--- src/rtl/usr_pkg.sv ---
// ---------------------------------------------------------------------------
// usr_pkg
// Shared definitions for the universal shift register slice.
//   mode_t  : 3-bit operation code carried on cmd_mode
//   state_t : two-state controller (IDLE accepts commands, RUN steps)
//   MODE_W  : width of the operation code field
//   is_stepped_mode() : true for the shift/rotate modes that take cmd_count
//                       single-bit steps, false for the immediate modes
// ---------------------------------------------------------------------------
package usr_pkg;

  localparam int MODE_W = 3;

  typedef enum logic [MODE_W-1:0] {
    MODE_HOLD  = 3'd0,
    MODE_SHR   = 3'd1,
    MODE_SHL   = 3'd2,
    MODE_LOAD  = 3'd3,
    MODE_ROR   = 3'd4,
    MODE_ROL   = 3'd5,
    MODE_ASR   = 3'd6,
    MODE_CLEAR = 3'd7
  } mode_t;

  typedef enum logic [0:0] {
    ST_IDLE = 1'b0,
    ST_RUN  = 1'b1
  } state_t;

  // HOLD, LOAD and CLEAR complete at the accepting edge; everything else
  // is a shift or rotate that walks through cmd_count steps.
  function automatic logic is_stepped_mode(input mode_t mode);
    logic stepped;
    case (mode)
      MODE_HOLD, MODE_LOAD, MODE_CLEAR: stepped = 1'b0;
      default:                          stepped = 1'b1;
    endcase
    return stepped;
  endfunction

endpackage

--- src/rtl/usr_step_logic.sv ---
// ---------------------------------------------------------------------------
// usr_step_logic
// Purely combinational next-value selection for one single-bit step of the
// universal shift register.
//   q       [WIDTH-1:0] : current register contents
//   mode    mode_t      : captured operation code
//   d_right             : serial bit entering the MSB on SHR
//   d_left              : serial bit entering the LSB on SHL
//   next_q  [WIDTH-1:0] : contents after one step of the given mode
// Immediate modes (HOLD/LOAD/CLEAR) never reach the RUN state, so here they
// simply pass q through.
// ---------------------------------------------------------------------------
module usr_step_logic
  import usr_pkg::*;
#(
  parameter int WIDTH = 8
) (
  input  logic [WIDTH-1:0] q,
  input  mode_t            mode,
  input  logic             d_right,
  input  logic             d_left,
  output logic [WIDTH-1:0] next_q
);

  // One step per mode. Rotates feed the outgoing bit back in at the other
  // end so nothing is lost; ASR replicates the sign bit into the MSB.
  always_comb begin
    next_q = q;
    case (mode)
      MODE_SHR: next_q = {d_right, q[WIDTH-1:1]};
      MODE_SHL: next_q = {q[WIDTH-2:0], d_left};
      MODE_ROR: next_q = {q[0], q[WIDTH-1:1]};
      MODE_ROL: next_q = {q[WIDTH-2:0], q[WIDTH-1]};
      MODE_ASR: next_q = {q[WIDTH-1], q[WIDTH-1:1]};
      default:  next_q = q;
    endcase
  end

endmodule

--- src/rtl/universal_shift_register_n.sv ---
// ---------------------------------------------------------------------------
// universal_shift_register_n
// WIDTH-bit universal shift register with a valid/ready command port and a
// multi-cycle engine for shift/rotate counts.
//   clk, reset (sync, active-low)
//   cmd_valid / cmd_ready : command handshake, accepted when both high
//   cmd_mode  [2:0]       : HOLD SHR SHL LOAD ROR ROL ASR CLEAR
//   cmd_count [CNT_W-1:0] : number of single-bit steps for shift/rotate
//   d_parallel[WIDTH-1:0] : LOAD data
//   d_right / d_left      : serial inputs, sampled live on every step
//   abort                 : ends a running operation without a step or done
//   q_parallel            : register contents
//   q_serial_lsb / _msb   : q_parallel[0] / q_parallel[WIDTH-1]
//   busy                  : RUN state
//   done                  : one-cycle completion pulse
// ---------------------------------------------------------------------------
module universal_shift_register_n
  import usr_pkg::*;
#(
  parameter int WIDTH = 8,
  parameter int CNT_W = 4
) (
  input  logic             clk,
  input  logic             reset,
  input  logic             cmd_valid,
  output logic             cmd_ready,
  input  logic [2:0]       cmd_mode,
  input  logic [CNT_W-1:0] cmd_count,
  input  logic [WIDTH-1:0] d_parallel,
  input  logic             d_right,
  input  logic             d_left,
  input  logic             abort,
  output logic [WIDTH-1:0] q_parallel,
  output logic             q_serial_lsb,
  output logic             q_serial_msb,
  output logic             busy,
  output logic             done
);

  state_t           state;
  mode_t            mode_r;
  logic [CNT_W-1:0] remaining;
  logic [WIDTH-1:0] q;
  logic [WIDTH-1:0] step_q;
  mode_t            cmd_mode_e;

  assign cmd_mode_e = mode_t'(cmd_mode);

  usr_step_logic #(
    .WIDTH (WIDTH)
  ) u_step (
    .q       (q),
    .mode    (mode_r),
    .d_right (d_right),
    .d_left  (d_left),
    .next_q  (step_q)
  );

  // Controller and datapath. In IDLE a command is taken whenever cmd_valid
  // is high (cmd_ready is exactly the IDLE state). Immediate modes finish at
  // the accepting edge; a stepped mode with a zero count is treated the same
  // way as HOLD. In RUN each edge applies one step until the last one, where
  // done is raised for the following cycle so the next command can be taken
  // straight away. abort drops back to IDLE keeping q and suppressing done.
  always_ff @(posedge clk) begin
    if (!reset) begin
      q         <= '0;
      state     <= ST_IDLE;
      remaining <= '0;
      done      <= 1'b0;
      mode_r    <= MODE_HOLD;
    end else begin
      done <= 1'b0;
      case (state)
        ST_IDLE: begin
          if (cmd_valid) begin
            mode_r <= cmd_mode_e;
            if (is_stepped_mode(cmd_mode_e) && (cmd_count != '0)) begin
              state     <= ST_RUN;
              remaining <= cmd_count;
            end else begin
              done <= 1'b1;
              if (cmd_mode_e == MODE_LOAD) begin
                q <= d_parallel;
              end else if (cmd_mode_e == MODE_CLEAR) begin
                q <= '0;
              end
            end
          end
        end
        ST_RUN: begin
          if (abort) begin
            state     <= ST_IDLE;
            remaining <= '0;
          end else begin
            q         <= step_q;
            remaining <= remaining - CNT_W'(1);
            if (remaining == CNT_W'(1)) begin
              state <= ST_IDLE;
              done  <= 1'b1;
            end
          end
        end
        default: begin
          state <= ST_IDLE;
        end
      endcase
    end
  end

  // Status and serial taps are direct decodes of the registered state.
  always_comb begin
    cmd_ready    = (state == ST_IDLE);
    busy         = (state == ST_RUN);
    q_parallel   = q;
    q_serial_lsb = q[0];
    q_serial_msb = q[WIDTH-1];
  end

endmodule

--- config.mk ---
export PLATFORM = sky130hd
export DESIGN_NAME = universal_shift_register_n
export DESIGN_NICKNAME = d
export VERILOG_FILES = /design/src/rtl/usr_pkg.sv /design/src/rtl/usr_step_logic.sv /design/src/rtl/universal_shift_register_n.sv
export SDC_FILE = /design/constraint.sdc
export NUM_CORES = 1
export LEC_CHECK = 0
export CORE_UTILIZATION = 50
export CTS_CLUSTER_DIAMETER = 30
export DETAILED_ROUTE_END_ITERATION = 16
export PLACE_DENSITY = 0.84
export SLEW_MARGIN = 20
export SYNTH_ARGS = -nofsm -noshare
export SYNTH_HDL_FRONTEND = slang
export SYNTH_SLANG_ARGS = --single-unit
--- constraint.sdc ---
create_clock -name clk -period 2.4 [get_ports clk]
set_input_delay 0.36 -clock clk [delete_from_list [all_inputs] [get_ports clk]]
set_output_delay 0.36 -clock clk [all_outputs]
set_load 0.1 [all_outputs]
### After elaboration in Yosys (flattened, before gate mapping)

Index checks and enable logic that the tools add are counted.

* register bits: 17
* input bits: 21
* word-level logic and storage cells: 57

* add/subtract/negate cells: 1
* eq/ne operators: 16
* multiplexer cells: 25
* bitwise logic cells: 1
* reduce and logical (&&, ||, !) cells: 8

Operators with widths (number)
* 8-bit 2-to-1 mux: 5
* 8-bit one-hot mux with 5 select lines: 1
* 8-bit one-hot mux with 2 select lines: 1
* 3-bit equality test (second input constant): 4
* 1-bit 2-to-1 mux: 12
* 4-bit 2-to-1 mux: 3
* 2-bit != test (second input constant): 4
* 4-bit one-hot mux with 2 select lines: 1
* 3-bit by 2-bit equality test with 1-bit output (second input constant): 2
* 6-bit by 1-bit != test with 1-bit output (second input constant): 1
* 6-bit AND reduction: 1
* 5-bit by 1-bit != test with 1-bit output (second input constant): 1
* 5-bit AND reduction: 1
* 4-bit by 1-bit equality test with 1-bit output (second input constant): 1
* 1-bit one-hot mux with 2 select lines: 2
* 2-bit AND reduction: 2
* 4-bit nonzero test: 1
* 4-bit by 1-bit subtractor with 4-bit output (second input constant): 1
* 3-bit by 1-bit equality test with 1-bit output (second input constant): 1
* 3-bit logical NOT: 1
* 3-bit by 1-bit != test with 1-bit output (second input constant): 1
* 3-bit OR reduction: 1
* 2-bit by 1-bit != test with 1-bit output (second input constant): 1
* 1-bit logical AND: 1
* 1-bit NOT: 1

### Depth between registers and ports, before layout

Gate-level depths: netlist (run 1).

* depth after elaboration: 10
* gate-level depth with buffers: 6
* mapped depth without buffers: 5

### By module

From an unflattened synthesis (run 1), not the netlist that was laid out.

* cell total of the unflattened synthesis: 160
* area, all modules: 1307.5 sq um

By module, submodules not included
* universal_shift_register_n: instances 1, cells an instance 98, area an instance 878.3 sq um, seq. area each 340.3 sq um
* usr_step_logic: instances 1, cells an instance 62, area an instance 429.2 sq um, seq. area each 0.0 sq um

### Worst setup path before layout (run 1)

Ideal clock, no wire load.

* path type: register -> register
* start: register state, in the netlist busy
* end: register remaining[1]
* setup time: 0.120 ns
* arrival: 2.125 ns
* data required time: 2.280 ns
* slack: 0.155 ns
* stages on the path, launching flop included: 6
* path buffers: 1
* period minus slack after synthesis: 2.245 ns
* cells stage by stage: dfxtp_1 -> buf_6 -> inv_1 -> o41a_1 -> a221oi_2 -> nor2_1

* cells in the longest elaborated chain, start to end: 3
* elaborated cells between the ends (all ways): 5
* classes of those cells: eq/ne (2); mux (1); bitwise (1); reduce/logical (1)

RTL lines
* start, declared: RTL line universal_shift_register_n.sv:40 `state_t state;`
* start signal, assigned: RTL line universal_shift_register_n.sv:68 `state <= ST_IDLE;`
* start signal, assigned: RTL line universal_shift_register_n.sv:79 `state <= ST_RUN;`
* start signal, assigned: RTL line universal_shift_register_n.sv:93 `state <= ST_IDLE;`
* 1-bit NOT (no line) *
* via cmd_ready: RTL line universal_shift_register_n.sv:26 `output logic cmd_ready,`
* 2-bit by 1-bit != test with 1-bit output (no line) or 2-bit != test (tied branches)
* 2-bit AND reduction (no line)
* end signal, assigned: RTL line universal_shift_register_n.sv:80 `remaining <= cmd_count;`
* end signal, assigned: RTL line universal_shift_register_n.sv:97 `remaining <= remaining - CNT_W'(1);`
* end, declared: RTL line universal_shift_register_n.sv:42 `logic [CNT_W-1:0] remaining;`

The timed path passes the listed nets; every way through them passes the cells marked *.
A chain may end at the register's enable or synchronous reset.

### Worst setup path in the final report (run 1)

* start: input port cmd_mode[1]
* end: register remaining[2]

* cells in the longest elaborated chain, start to end: 9
* elaborated cells between the ends (all ways): 11
* classes of those cells: eq/ne (3); mux (4); reduce/logical (4)

RTL lines
* start, declared: RTL line universal_shift_register_n.sv:27 `input logic [2:0] cmd_mode,`
* 3-bit by 2-bit equality test with 1-bit output, or another cell as far along: RTL line usr_pkg.sv:34 `case (mode)`
* 3-bit OR reduction *: RTL line usr_pkg.sv:34
* 1-bit 2-to-1 mux *: RTL line usr_pkg.sv:34
* 1-bit 2-to-1 mux *: RTL line universal_shift_register_n.sv:76 `if (cmd_valid) begin`
* 1-bit 2-to-1 mux *: RTL line universal_shift_register_n.sv:74 `case (state)`
* 1-bit 2-to-1 mux *: RTL line universal_shift_register_n.sv:66 `if (!reset) begin`
* 1-bit logical AND *: RTL line universal_shift_register_n.sv:78 `if (is_stepped_mode(cmd_mode_e) && (cmd_count != '0)) begin`
* 2-bit by 1-bit != test with 1-bit output (no line) *
* 2-bit AND reduction (no line) *

Mark *: on every way between the ends. The rest lies on a longest branch, timed or not. The select of a mux whose other input is x is not followed.

==> results of run 1 <==
[power breakdown]
part,total (W),internal (W),switching [W]
clock network,0.000158,0.0000645,0.0000940
logic,0.000321,0.000108,0.000214
registers,0.000333,0.000305,0.0000288
total,0.000813,0.000477,0.000336
[synthesized netlist by cell type (2+ instances only)]
master     n
a21oi_1    4
a22oi_1    2
a31oi_1   10
buf_2      3
buf_4      2
buf_6      2
dfxtp_1   17
ha_1       2
inv_1      7
mux2_2     6
mux2i_1    2
nand2_1   19
nand2b_1   3
nor2_1    12
nor2b_1    4
nor3_1     3
nor3b_1    2
o21ai_0    8
o21ai_1    4
[sequential cells by signal (all words and copies together) (netlist names)]
register and flops:
q_parallel 8, remaining 4, done 1, busy 1, mode_r 3
[layer usage]
layer  part of all wire [%]  vias up
met5                      0        -
met4                    2.3        0
met3                    4.2       10
met2                     50       41
met1                     43      517
li1                       -      554
[metrics by stage]
stage,util [%],worst slack (ns),std cells,total power [W],hold WS [ns]
2_1_floorplan,-,0.155,136,0.000577,0.457
3_3_place_gp,69.7,0.449,190,0.000652,0.477
3_5_place_dp,69.7,0.316,190,0.000660,0.480
4_1_cts,71.0,0.644,194,0.000816,0.496
5_1_grt,71.0,0.512,194,0.000854,0.519
6_report,71.0,0.628,194,0.000813,0.491
[critical path: cells and delay by family]
kind	cells	cell delay [ns]
buf+inv	1	0.51
compound gates	3	0.84
simple gates	1	0.23
[worst max path at each step]
stage	startpoint	to	cells after the start
floorplan	busy	remaining[1]	5
global placement	cmd_mode[1]	remaining[1]	5
detailed placement	cmd_mode[1]	remaining[2]	5
CTS	cmd_mode[1]	remaining[2]	5
global route	cmd_mode[1]	q_parallel[5]	5
finish	cmd_mode[1]	remaining[2]	5
[cells by family after synthesis]
kind of cell | after synthesis
buf+inv | 16
mux | 8
xor+xnor | 1
simple gates | 53
fa+ha+maj | 2
compound gates | 39
flops | 17
[final cells by class]
type                            count  area [sq um]  area share (%)
Tap cell                           27          33.8            2.33
Inverter                            7          26.3            1.81
Timing Repair Buffer               36           320            22.1
Clock buffer                        4          26.3            1.81
Multi-Input combinational cell    103           703            48.5
Sequential cell                    17           340            23.5
==> out/qor.csv, run 1 <==
metric,value,unit
run status,finished clean,
"commonest non-fill, non-tap cell in the layout",clkdlybuf4s50_1,
worst endpoint required time,2.57,ns
vias per cell,5.78,
Leakage,0.553,nW
syn avg cell area,8.32,sq um
post-synthesis compound-gate area fraction,24.2,%
r2r worst-path depth,4,
DRT iter0 DRCs,34,
H-tree depth,1,
mux cell area share after synthesis,7.74,%
clock buffer depth,2,
dpl cell area,0.00142,sq mm
Post-Synth Adder-Cell Area,2.21,%
slew margin rel.,64.6,%
area of the die,0.00246,sq mm
Routed WL,2.71,mm
CORE AREA,0.00204,sq mm
CP peak stage delay,0.51,ns
R2R Setup Slk,0.74,ns
Pwr Density,561,mW/mm^2
met2 Track Usage GR,40.8,%
post-synthesis sequential area ratio,30.1,%
RR Endpoint,q_parallel[5],
Cells on Worst Hold Path,2,
Hold Startpoint,remaining[3],
pin count of the biggest net entering global routing,19,
first-pass GRT wire length,4.50,mm
unrepaired setup endpoints after global routing,no,
Clock Latency Late Sink,0.29,ns
met3 Track Usage GR,4.32,%
yosys warns,0,
Ant. Diodes,0,
Die Span Y,49.6,um
total of max-cap violations,0,
Setup crit start kind,input port,
"Hold Vio Cnt, Final",0,
cell count after synthesis,136,
drt pass-1 iters,7,
WP data arrival,1.94,ns
Final period util,73.9,%
Sum Neg Setup Slack,0,ns
Synth Cell Area,0.00113,sq mm
drt drc,0,
synthesis-stage register bit count,17,
post-DP HPWL,2.07,mm
Post-synth EDFFs,0,
clk root buf,clkbuf_4,
Final Max Slew Viols,0,
min cycle time layout,1.77,ns
Netlist cell types,43,
CTS tree,done,
Die Width,49.6,um
PortBufs,33,
post-route cell area,0.00145,sq mm
Crit. End Element,register,
Mapped Nets,159,
Overflow after GRT,0,
FILL cells,185,
Slew @ Worst Pin,0.529,ns
Synth Area in Simple Gates,27.2,%
layout cells sized above 1,20.4,%
"Max FO, Critical Path",4,
Initial Util,55.4,%
Layout Skew,0.00170,ns
met1 Track Usage GR,27.4,%
xor-xnor portion of the synthesized cell area,0.774,%
sequence of cells on the critical path,"clkdlybuf4s50_1, and2_4, o41a_1, o21ai_0, a31oi_1",
synthesis-to-layout area growth,28.2,%
VDD IR-drop max,0.371,mV
ANT nets after route,0,
worst r2r src,mode_r[1],
FP Rows,16,
slowest CP cell,clkdlybuf4s50_1,
CTS buffer count,3,
CTS resizes,0,
clk slew on worst S/H paths,0.10,ns
Hold Crit Class,reg2reg,
gp weighted congestion,0.800,
top-area cell type share of the netlist area,30.1,%
Setup CP Type,in2reg,
"commonest cells after routing, fill and taps aside","clkdlybuf4s50_1, nand2_1, dfxtp_1",
"Primary FF master, synth",dfxtp_1,
"Most Used Layer, Global Route",met2,
initial antenna violation count,0,
largest family of logic cells by synthesized area,simple AND/OR/NAND/NOR gates,
GR Util All Layers,23.6,%
Final #Nets,191,
I/O pin count,34,
WL per Instance,14.0,um
Hold Buf Count CTS,0,
biggest area consumer among synthesized cells,dfxtp_1,
Async SR Flop Fraction,0,%
Synth area leaders,"dfxtp_1, nand2_1, mux2_2, a31oi_1, nor2_1",
via count,1122,
# Post-CTS Setup Buffers,0,
WHS Endpoint,remaining[3],
final setup fails,0,
clk sinks,17,
vias in the first global route,1076,
f_max,564,MHz
Power figures use the tool's default switching activity.
==> run 2: changes to the inputs <==
Settings changed: CORE_ASPECT_RATIO set to 1.75, CORE_UTILIZATION 50 to 46, PLACE_DENSITY 0.84 to 0.78.
Clock period 2.4 ns to 1.9 ns, I/O delays scaled along.
==> out/qor.csv, run 2 (synthesis gave the netlist of run 1 again) <==
metric,value,unit,change
PortBufs,33,,unchanged
vias in the first global route,1111,,+3.3%
post-DP HPWL,2.21,mm,+6.9%
"Hold Vio Cnt, Final",0,,unchanged
Routed WL,2.97,mm,+9.6%
# Post-CTS Setup Buffers,0,,unchanged
min cycle time layout,1.66,ns,
f_max,603,MHz,
FP Rows,23,,+7
Setup crit start kind,input port,,
hold_ws,0.520,ns,+0.0292 ns
Layout Skew,0.00336,ns,+0.00166 ns
RR Endpoint,q_parallel[3],,
ANT nets after route,0,,unchanged
CTS tree,done,,
Placed Cells,189,,-0.53%
drt drc,0,,unchanged
Final #Nets,192,,+0.52%
r2r worst-path depth,4,,unchanged
clk sinks,17,,unchanged
VDD IR-drop max,0.501,mV,+35%
Initial Util,49.1,%,-6.3 points
DRT iter0 DRCs,26,,-24%
layout cells sized above 1,22.6,%,+2.3 points
gp weighted congestion,0.865,,+8.1%
Crit. End Element,register,,
Pwr Density,737,mW/mm^2,+32%
WL per Instance,15.4,um,+10%
Clock Latency Late Sink,0.25,ns,-0.04 ns
Sum Neg Setup Slack,0,ns,unchanged
area of the die,0.00267,sq mm,+8.7%
Slew @ Worst Pin,0.450,ns,-0.0788 ns
Cells on Worst Hold Path,2,,unchanged
Setup CP Type,in2reg,,
clk root buf,clkbuf_8,,
pin count of the biggest net entering global routing,20,,+1
WP data arrival,1.79,ns,-0.15 ns
final setup fails,0,,unchanged
"commonest non-fill, non-tap cell in the layout",clkdlybuf4s50_1,,
run status,finished clean,,
Final period util,87.2,%,
Die Span Y,67.6,um,+36%
R2R Setup Slk,0.25,ns,-0.49 ns
clk slew on worst S/H paths,0.06,ns,-0.04 ns
Hold Startpoint,remaining[0],,
synthesis-to-layout area growth,34.4,%,
drt pass-1 iters,4,,-3
initial antenna violation count,0,,unchanged
Critical Path Start,cmd_mode[1],,
H-tree depth,1,,unchanged
dpl cell area,0.00147,sq mm,+3.5%
worst endpoint required time,2.03,ns,-0.54 ns
Leakage,0.581,nW,+4.9%
Largest register FFs,8,,unchanged
CTS resizes,0,,unchanged
Ant. Diodes,0,,unchanged
WHS Endpoint,remaining[0],,
I/O pin count,34,,unchanged
"commonest cells after routing, fill and taps aside","clkdlybuf4s50_1, nand2_1, dfxtp_1",,
total of max-cap violations,0,,unchanged
slew margin rel.,69.9,%,+5.3 points
"Max FO, Critical Path",4,,unchanged
Hold Buf Count CTS,0,,unchanged
post-route cell area,0.00152,sq mm,+4.8%
via count,1149,,+2.4%
fin cells,193,,-0.52%
GR Util All Layers,25.4,%,+1.8 points
Hold Crit Class,reg2reg,,
Final Max Slew Viols,0,,unchanged
unrepaired setup endpoints after global routing,no,,
first-pass GRT wire length,4.84,mm,+7.5%
Die Width,39.5,um,-20%
worst r2r src,mode_r[0],,
CORE AREA,0.00230,sq mm,+13%
CTS buffer count,3,,unchanged
vias per cell,5.95,,+2.9%
Overflow after GRT,0,,unchanged
clock buffer depth,2,,unchanged
## run 2: changes by cell type in the layout (fill, tap and decap cells not counted), sizes merged
cell	before	now
buf	16	17
clkbuf	4	3
clkinv	0	1
clkinvlp	0	1
inv	7	6
## run 2: worst max path at each step
stage,end,cells past startpoint
global placement,remaining[1],5
detailed placement,remaining[1],5
CTS,remaining[1],5
global route,q_parallel[6],4
floorplan,remaining[1],5
finish,remaining[1],5
## run 2: critical path, stage by stage
cell             delay (ns)
clkdlybuf4s50_1        0.52
and2_4                 0.24
o41a_1                 0.46
a221oi_2               0.23
nor2_1                 0.06
## run 2: layer usage
metal	track usage, %	part of all wire (%)	wire, um
met1	27.1	38	1140
met2	44.5	54	1590
met3	3.62	4.8	142
met4	14.7	3.1	93
met5	0	0	0
## run 2: final cells by class
class / count / area, sq um
timing repair buffer: 37 / 365
clock inverter: 1 / 5.00
clock buffer: 3 / 41.3
inverter: 7 / 30.0
sequential: 17 / 344
fill: 207 / 782
multi-input combinational: 103 / 703
tap: 25 / 31.3
## run 2: where the power goes
group	internal (W)	switching [W]	leakage, nW
logic	0.000150	0.000269	0.415
registers	0.000385	0.0000446	0.140
clock network	0.000146	0.000126	0.0255
total	0.000681	0.000440	0.581
## run 2: per-stage QoR
stage / utilization (%) / power, W / setup slack, ns
global route: 66.0 / 0.00117 / 0.146
detailed placement: 64.0 / 0.000854 / -0.0249
global placement: 64.0 / 0.000844 / 0.0322
floorplan: - / 0.000730 / 0.0757
finish: 66.0 / 0.00112 / 0.242
CTS: 66.0 / 0.00113 / 0.242
